`src/rtl/fp_layer_param_loader.sv`:
```
// Parameter loader for fp_mlp_layer: assembles a serial valid/ready word stream
// into a shadow buffer and commits it atomically to the parallel weight/LUT buses.
module fp_layer_param_loader #(
  parameter int DATA_WIDTH = 16,
  parameter int N_INPUTS   = 4,
  parameter int N_NEURONS  = 4,
  parameter int ADDR_WIDTH = 8
) (
  input  logic                                  clk,
  input  logic                                  rst,
  input  logic                                  load_start,
  input  logic                                  load_abort,
  input  logic                                  s_valid,
  output logic                                  s_ready,
  input  logic [DATA_WIDTH-1:0]                 s_data,
  input  logic                                  s_last,
  output logic [DATA_WIDTH*N_INPUTS*N_NEURONS-1:0] layer_weights,
  output logic [ADDR_WIDTH*N_NEURONS-1:0]       lut_addrs,
  output logic                                  params_valid,
  output logic                                  commit,
  output logic                                  load_busy,
  output logic                                  load_error
);

  localparam int WW = (N_INPUTS > 0) ? $clog2(N_INPUTS + 1) : 1;
  localparam int NW = (N_NEURONS > 1) ? $clog2(N_NEURONS) : 1;

  typedef enum logic [1:0] {
    IDLE   = 2'd0,
    LOAD   = 2'd1,
    COMMIT = 2'd2
  } state_t;

  state_t state, state_nx;

  logic [WW-1:0] word_idx;
  logic [NW-1:0] neuron_idx;
  logic [DATA_WIDTH*N_INPUTS*N_NEURONS-1:0] shadow_w;
  logic [ADDR_WIDTH*N_NEURONS-1:0]          shadow_a;

  logic hs;
  logic is_final;
  logic shadow_we;
  logic advance;
  logic err_set;
  logic clr;

  assign s_ready   = (state == LOAD);
  assign load_busy = (state != IDLE);
  assign hs        = s_valid & s_ready;
  assign is_final  = (neuron_idx == NW'(N_NEURONS - 1)) && (word_idx == WW'(N_INPUTS));

  always_ff @(posedge clk or negedge rst) begin
    if (!rst) state <= IDLE;
    else      state <= state_nx;
  end

  // Abort outranks a coincident handshake; any framing fault discards the word.
  always_comb begin
    state_nx  = state;
    shadow_we = 1'b0;
    advance   = 1'b0;
    err_set   = 1'b0;
    clr       = 1'b0;
    case (state)
      IDLE: begin
        if (load_start) begin
          state_nx = LOAD;
          clr      = 1'b1;
        end
      end
      LOAD: begin
        if (load_abort) begin
          state_nx = IDLE;
        end else if (hs) begin
          if (is_final && s_last) begin
            shadow_we = 1'b1;
            state_nx  = COMMIT;
          end else if (is_final || s_last) begin
            err_set  = 1'b1;
            state_nx = IDLE;
          end else begin
            shadow_we = 1'b1;
            advance   = 1'b1;
          end
        end
      end
      COMMIT:  state_nx = IDLE;
      default: state_nx = IDLE;
    endcase
  end

  always_ff @(posedge clk or negedge rst) begin
    if (!rst) begin
      word_idx      <= '0;
      neuron_idx    <= '0;
      shadow_w      <= '0;
      shadow_a      <= '0;
      layer_weights <= '0;
      lut_addrs     <= '0;
      params_valid  <= 1'b0;
      commit        <= 1'b0;
      load_error    <= 1'b0;
    end else begin
      commit <= (state == COMMIT);

      if (clr) begin
        word_idx   <= '0;
        neuron_idx <= '0;
        load_error <= 1'b0;
      end else begin
        if (err_set) load_error <= 1'b1;
        if (advance) begin
          if (word_idx == WW'(N_INPUTS)) begin
            word_idx   <= '0;
            neuron_idx <= neuron_idx + NW'(1);
          end else begin
            word_idx <= word_idx + WW'(1);
          end
        end
      end

      for (int unsigned i = 0; i < N_NEURONS; i++) begin
        for (int unsigned j = 0; j < N_INPUTS; j++) begin
          if (shadow_we && neuron_idx == NW'(i) && word_idx == WW'(j))
            shadow_w[(i*N_INPUTS+j)*DATA_WIDTH +: DATA_WIDTH] <= s_data;
        end
        if (shadow_we && neuron_idx == NW'(i) && word_idx == WW'(N_INPUTS))
          shadow_a[i*ADDR_WIDTH +: ADDR_WIDTH] <= s_data[ADDR_WIDTH-1:0];
      end

      if (state == COMMIT) begin
        layer_weights <= shadow_w;
        lut_addrs     <= shadow_a;
        params_valid  <= 1'b1;
      end
    end
  end

endmodule

```
`config.mk`:
```
export PLATFORM = sky130hd
export DESIGN_NAME = fp_layer_param_loader
export DESIGN_NICKNAME = d
export VERILOG_FILES = /design/src/rtl/fp_layer_param_loader.sv
export SDC_FILE = /design/constraint.sdc
export NUM_CORES = 1
export LEC_CHECK = 0
export BUFFER_PORTS_ARGS = -buffer_cell sky130_fd_sc_hd__buf_2
export CORE_ASPECT_RATIO = 0.75
export CORE_MARGIN = 2
export CORE_UTILIZATION = 55
export CTS_CLUSTER_DIAMETER = 40
export CTS_CLUSTER_SIZE = 16
export DETAILED_ROUTE_END_ITERATION = 8
export GPL_TIMING_DRIVEN = 0
export MAX_ROUTING_LAYER = met4
export PLACE_DENSITY_LB_ADDON = 0.08
export SETUP_SLACK_MARGIN = 0.05
export SLEW_MARGIN = 15
export SYNTH_ARGS = -nofsm -noshare
export SYNTH_HDL_FRONTEND = slang
export SYNTH_SLANG_ARGS = --single-unit
```
`constraint.sdc`:
```
create_clock -name clk -period 3.61 [get_ports clk]
set_input_delay 0.361 -clock clk [delete_from_list [all_inputs] [get_ports clk]]
set_output_delay 0.361 -clock clk [all_outputs]
set_load 0.01 [all_outputs]
```
---- Word-level counts from Yosys, hierarchy flattened ----
Cells that the tools add are included.
operators by class
  muxes and demuxes ....................... 30
  add/subtract/negate cells ............... 2
  eq/ne operators ......................... 12
  reduce and logical (&&, ||, !) cells .... 36
  bitwise logic cells ..................... 1
operator list
  cell                                                                   number
  1-bit logical AND                                                      26
  1-bit two-way mux                                                      18
  2-bit two-way mux                                                      8
  3-bit two-way mux                                                      3
  2-bit nonzero test                                                     4
  2-bit equality test, second input constant                             3
  3-bit by 2-bit equality test with 1-bit output, second input constant  2
  2-bit by 1-bit equality test with 1-bit output, second input constant  2
  2-bit zero test                                                        2
  4-bit by 2-bit != test with 1-bit output, second input constant        1
  2-bit case mux with 2 select lines                                     1
  3-bit by 1-bit adder with 3-bit output, second input constant          1
  3-bit by 1-bit equality test with 1-bit output, second input constant  1
  3-bit equality test, second input constant                             1
  3-bit zero test                                                        1
  3-bit by 2-bit != test with 1-bit output, second input constant        1
  3-bit AND reduction                                                    1
  2-bit by 1-bit adder with 2-bit output, second input constant          1
  2-bit != test, second input constant                                   1
  2-bit AND reduction                                                    1
  1-bit AND                                                              1
  1-bit logical OR                                                       1
word-level totals
  flip-flop bits (word level) ............. 586
  output and inout port bits .............. 293

---- Depth between registers and ports, before layout ----
  word-level depth ........................ 10
  gate-level depth with buffers ........... 9
  gate-level depth less buffers ........... 7

---- Worst setup path before layout ----
Ideal clock, no wire load.
  path type ............................... register to register
  start point ............................. register neuron_idx[0]
  end point ............................... register shadow_w[197]
  clock period less this slack ............ 2.471 ns
  path buffers ............................ 3
  cell stages (with the launch flop) ...... 10
  setup time .............................. 0.125 ns
  arrival time ............................ 2.346 ns
  slack ................................... 1.139 ns
  cells stage by stage .................... dfrtp_1 -> ha_1 -> clkbuf_1 -> nand3_1 -> ha_1 -> nor4bb_1 -> buf_1 -> nand3_1 -> clkbuf_1 -> mux2_2
between the ends
  word-level cells in the longest chain between the ends .. 10
  elaborated cells between the ends (all ways) .. 11
ends and longest elaborated chain
  what                                 line     source
  start: declaration                   37       logic [NW-1:0] neuron_idx;
  start signal: assignment             116      neuron_idx <= neuron_idx + NW'(1);
  2-bit equality test (*)              51, 125
  1-bit logical AND                    51       assign is_final = (neuron_idx == NW'(N_NEURONS - 1)) && (word_idx == WW'(N_INPUTS));
  1-bit logical OR                     79       end else if (is_final || s_last) begin
  1-bit two-way mux                    79
  1-bit two-way mux                    76       if (is_final && s_last) begin
  1-bit two-way mux                    75       end else if (hs) begin
  1-bit two-way mux                    73       if (load_abort) begin
  1-bit two-way mux                    65       case (state)
  1-bit logical AND (*) (2 in series)  125      if (shadow_we && neuron_idx == NW'(i) && word_idx == WW'(j))
  end signal: indexed assignment       126      shadow_w[(i*N_INPUTS+j)*DATA_WIDTH +: DATA_WIDTH] <= s_data;
  end: declaration                     38       logic [DATA_WIDTH*N_INPUTS*N_NEURONS-1:0] shadow_w;
Mark *: on every way between the ends. The rest lies on a longest branch, timed or not.
A chain may end at the register's enable or synchronous reset.

---- Final worst setup path ----
  start point ............................. register neuron_idx[0]
  end point ............................... register shadow_w[10]
between the ends
  word-level cells in the longest chain between the ends .. 10
  elaborated cells between the ends (all ways) .. 12
ends and longest elaborated chain
  what                                 line
  2-bit equality test                  51
  1-bit logical AND                    51
  1-bit logical OR                     79
  1-bit two-way mux                    79
  1-bit two-way mux                    76
  1-bit two-way mux                    75
  1-bit two-way mux                    73
  1-bit two-way mux                    65
  1-bit logical AND (*) (2 in series)  125
Marks and branches as above.

==> impl_metrics.py <==
metrics = {
    "setup_path": {
        "r2r_end": "shadow_w[10]",
        "rr_startpoint": "neuron_idx[0]",
        "cp_max_fo": 10,
        "crit_type": "reg -> reg",
        "crit_required_ps": 4070,
        "rr_worst_depth": 9,
        "startpoint_type": "register",
        "r2r_slack_ps": 420,
        "arrival_ps": 3650,
        "crit_path_end_kind": "register",
    },
    "global_route": {
        "grt_pass1_wl_mm": 76.8,
        "grt_max_degree": 111,
        "grt_overflow": 0,
        "first_global_vias": 12500,
        "antenna_found_initial": 3,
        "grt_usage_pct": 25.1,
    },
    "placement": {
        "place_ws_ps": 451,
        "port_buffers": 306,
        "dpl.hpwl_mm": 35.4,
        "gp_congestion": 0.821,
        "place_inst": 2153,
    },
    "cts": {
        "clk_path_buf_depth": 3,
        "path_clk_slew_ps": 70,
        "cts_tree": "built",
        "post_cts_resized": 0,
        "htreeDepth": 2,
        "cts-root-buf": "clkbuf_16",
        "numCtsBuffers": 54,
        "worstSkewPairLatency_ps": 590,
        "cts_sinks": 586,
    },
    "timing": {
        "setup_slack_ps": 419,
        "worst_slew_pin_slew_ps": 990,
        "fin_hold_ws_ps": 148,
        "relSlewSlack_pct": 33.1,
        "period_minus_slack_ps": 3190,
        "maxSlewViolCount": 0,
        "rsz0062_at_grt": "no",
        "clock_skew_ps": 14.2,
        "hold_viol": 0,
        "timing.final.crit_share_pct": 88.4,
        "fmax_mhz": 313,
        "finalSetupViolCount": 0,
        "final.setup.tns_ps": 0,
    },
    "hold_path": {
        "worstHoldPathCells": 2,
        "min_from": "s_data[14]",
        "whs_endpoint": "shadow_w[238]",
        "hold_path_class": "in -> reg",
    },
    "routing": {
        "drtIter0Drc": 613,
        "ant_nets": 0,
        "first_pass_iters": 5,
        "wl_mm": 50.4,
        "drc": 0,
        "wl_per_cell_um": 22.3,
        "vias_per_cell": 5.42,
        "vias": 12200,
    },
    "floorplan": {
        "dieHeight_um": 177,
        "ioPinCount": 315,
        "coreArea_um2": 39500,
        "die_width_um": 235,
        "initial_utilization_pct": 55.8,
        "dieArea_um2": 41700,
        "row_count": 63,
    },
    "final_layout": {
        "fillers": 2859,
        "instances_no_fill": 2256,
        "utilization_pct": 66.7,
        "layout-drive-gt1-share_pct": 54.0,
        "syn2layout_area_growth_pct": 19.5,
        "fin_nets": 1724,
    },
    "synth": {
        "synth_seq_cells": 586,
        "syn-num-nets": 1354,
        "netlist_area_um2": 22000,
        "synth.yosys.seq_area_share_pct": 66.5,
        "synth_area_per_cell_um2": 16.7,
        "netlist_instances": 1321,
        "yosysWarningCount": 0,
        "ys_types": 29,
    },
    "run_status": {
        "status": "completed",
    },
    "run": {
        "maxCapViolations": 0,
    },
    "power_and_ir_drop": {
        "max-vdd-ir-drop_uv": 373,
        "p_leak_nw": 14.5,
        "power_per_cell_area_nw_per_um2": 502,
    },
}
==> worst max-delay path: stages (launching register included) <==
cell and delay, ps:
dfrtp_1 420, ha_1 170, clkbuf_1 190, nand3_1 140, ha_1 380, nor4bb_1 300
buf_1 200, nand3_1 500, buf_2 410, mux2_1 340
==> synth_stat cells <==
library cell	n	area share [%]
a21oi_1	2	0.045
and2_1	1	0.028
and3_1	1	0.028
and3b_1	1	0.040
buf_1	6	0.10
buf_2	39	0.89
clkbuf_1	35	0.60
dfrtp_1	586	67
ha_1	11	0.62
inv_1	9	0.15
mux2_1	90	4.6
mux2_2	486	25
mux2i_1	2	0.091
nand2_1	8	0.14
nand2b_1	1	0.028
nand3_1	15	0.34
nand3b_1	1	0.034
nand4_1	2	0.057
nand4b_1	1	0.040
nand4bb_1	3	0.15
nor2_1	4	0.068
nor2b_1	3	0.085
nor3_2	3	0.14
nor3b_2	1	0.057
nor4bb_1	4	0.18
o21ai_0	3	0.068
o22ai_1	1	0.028
or2_2	1	0.028
or3b_2	1	0.040
==> layer usage <==
| layer | GRT usage (%) | wire length [um] |
|---|---|---|
| met5 | - | 0 |
| met4 | 6.72 | 1310 |
| met3 | 5.13 | 2680 |
| met2 | 37.1 | 23100 |
| met1 | 35.8 | 23300 |
==> sequential cells by signal (all words and copies together), names as in the netlist <==
register,cells
word_idx,3
commit,1
neuron_idx,2
shadow_w,256
shadow_a,32
lut_addrs,32
layer_weights,256
load_error,1
params_valid,1
state,2
==> what timing repair did <==
action	in CTS	in global routing
hold buffers	2	0
buffers inserted	0	0
endpoints found under the hold margin	56	0
==> final cells by class <==
class | count | area (um^2) | area share [%]
plain buffers | 80 | 349 | 1.33
multi-input cells | 646 | 7000 | 26.6
well taps | 520 | 651 | 2.47
inverters | 9 | 33.8 | 0.128
repair buffers | 314 | 1730 | 6.56
clock inverters | 31 | 415 | 1.58
flip-flops and latches | 586 | 14700 | 55.7
diodes | 3 | 7.51 | 0.0285
clock buffers | 67 | 1490 | 5.66
==> per-stage QoR <==
step	instance area, um^2	total power (W)
final	26300	0.0132
after global routing	26300	0.0137
after CTS	26300	0.0133
after detailed placement	24400	0.00727
after global placement	24200	0.00723
after floorplan	22000	0.00700
==> worst max path at each step <==
| stage | from | to | slack (ps) |
|---|---|---|---|
| CTS | neuron_idx[0] | shadow_w[10] | 410 |
| global placement | rst | layer_weights[65] | -9430 |
| finish | neuron_idx[0] | shadow_w[10] | 420 |
| detailed placement | neuron_idx[0] | shadow_w[7] | 450 |
| global route | neuron_idx[0] | shadow_w[232] | 220 |
| floorplan | neuron_idx[0] | shadow_w[197] | 1140 |
==> cells in the final DEF, fill, tap and decap left out, types with 2 or more instances in the layout <==
cell,netlist,final
nand3_1,15,15
dlygate4sd3_1,0,2
inv_1,9,9
a21oi_1,2,2
clkbuf_1,35,40
nor3_2,3,3
nor2b_1,3,3
nand4bb_1,3,3
clkbuf_8,0,7
dfrtp_1,586,586
mux2_1,90,90
clkinv_4,0,4
nand2_1,8,8
inv_6,0,8
nor4bb_1,4,4
nand4_1,2,2
mux2i_1,2,2
mux2_2,486,486
buf_16,0,6
bufinv_16,0,8
ha_1,11,11
buf_1,6,6
buf_2,39,344
clkbuf_16,0,55
clkinv_2,0,5
nor2_1,4,4
o21ai_0,3,3
clkinvlp_4,0,6
diode_2,0,3
==> cells by family after synthesis <==
kind of cell / after synthesis / synth area share [%]
DFF: 586 / 66.5
and+or+nand+nor: 51 / 1.48
muxes: 578 / 29.5
adders and majority gates: 11 / 0.624
AOI/OAI and AO/OA: 6 / 0.142
buffers and inverters: 89 / 1.74
==> report_power, final <==
part | switching (W) | internal [W] | total [W]
clock | 0.00254 | 0.00354 | 0.00608
sequential | 0.0000644 | 0.00669 | 0.00675
combinational | 0.000265 | 0.000123 | 0.000389
Power figures use the tool's default switching activity.
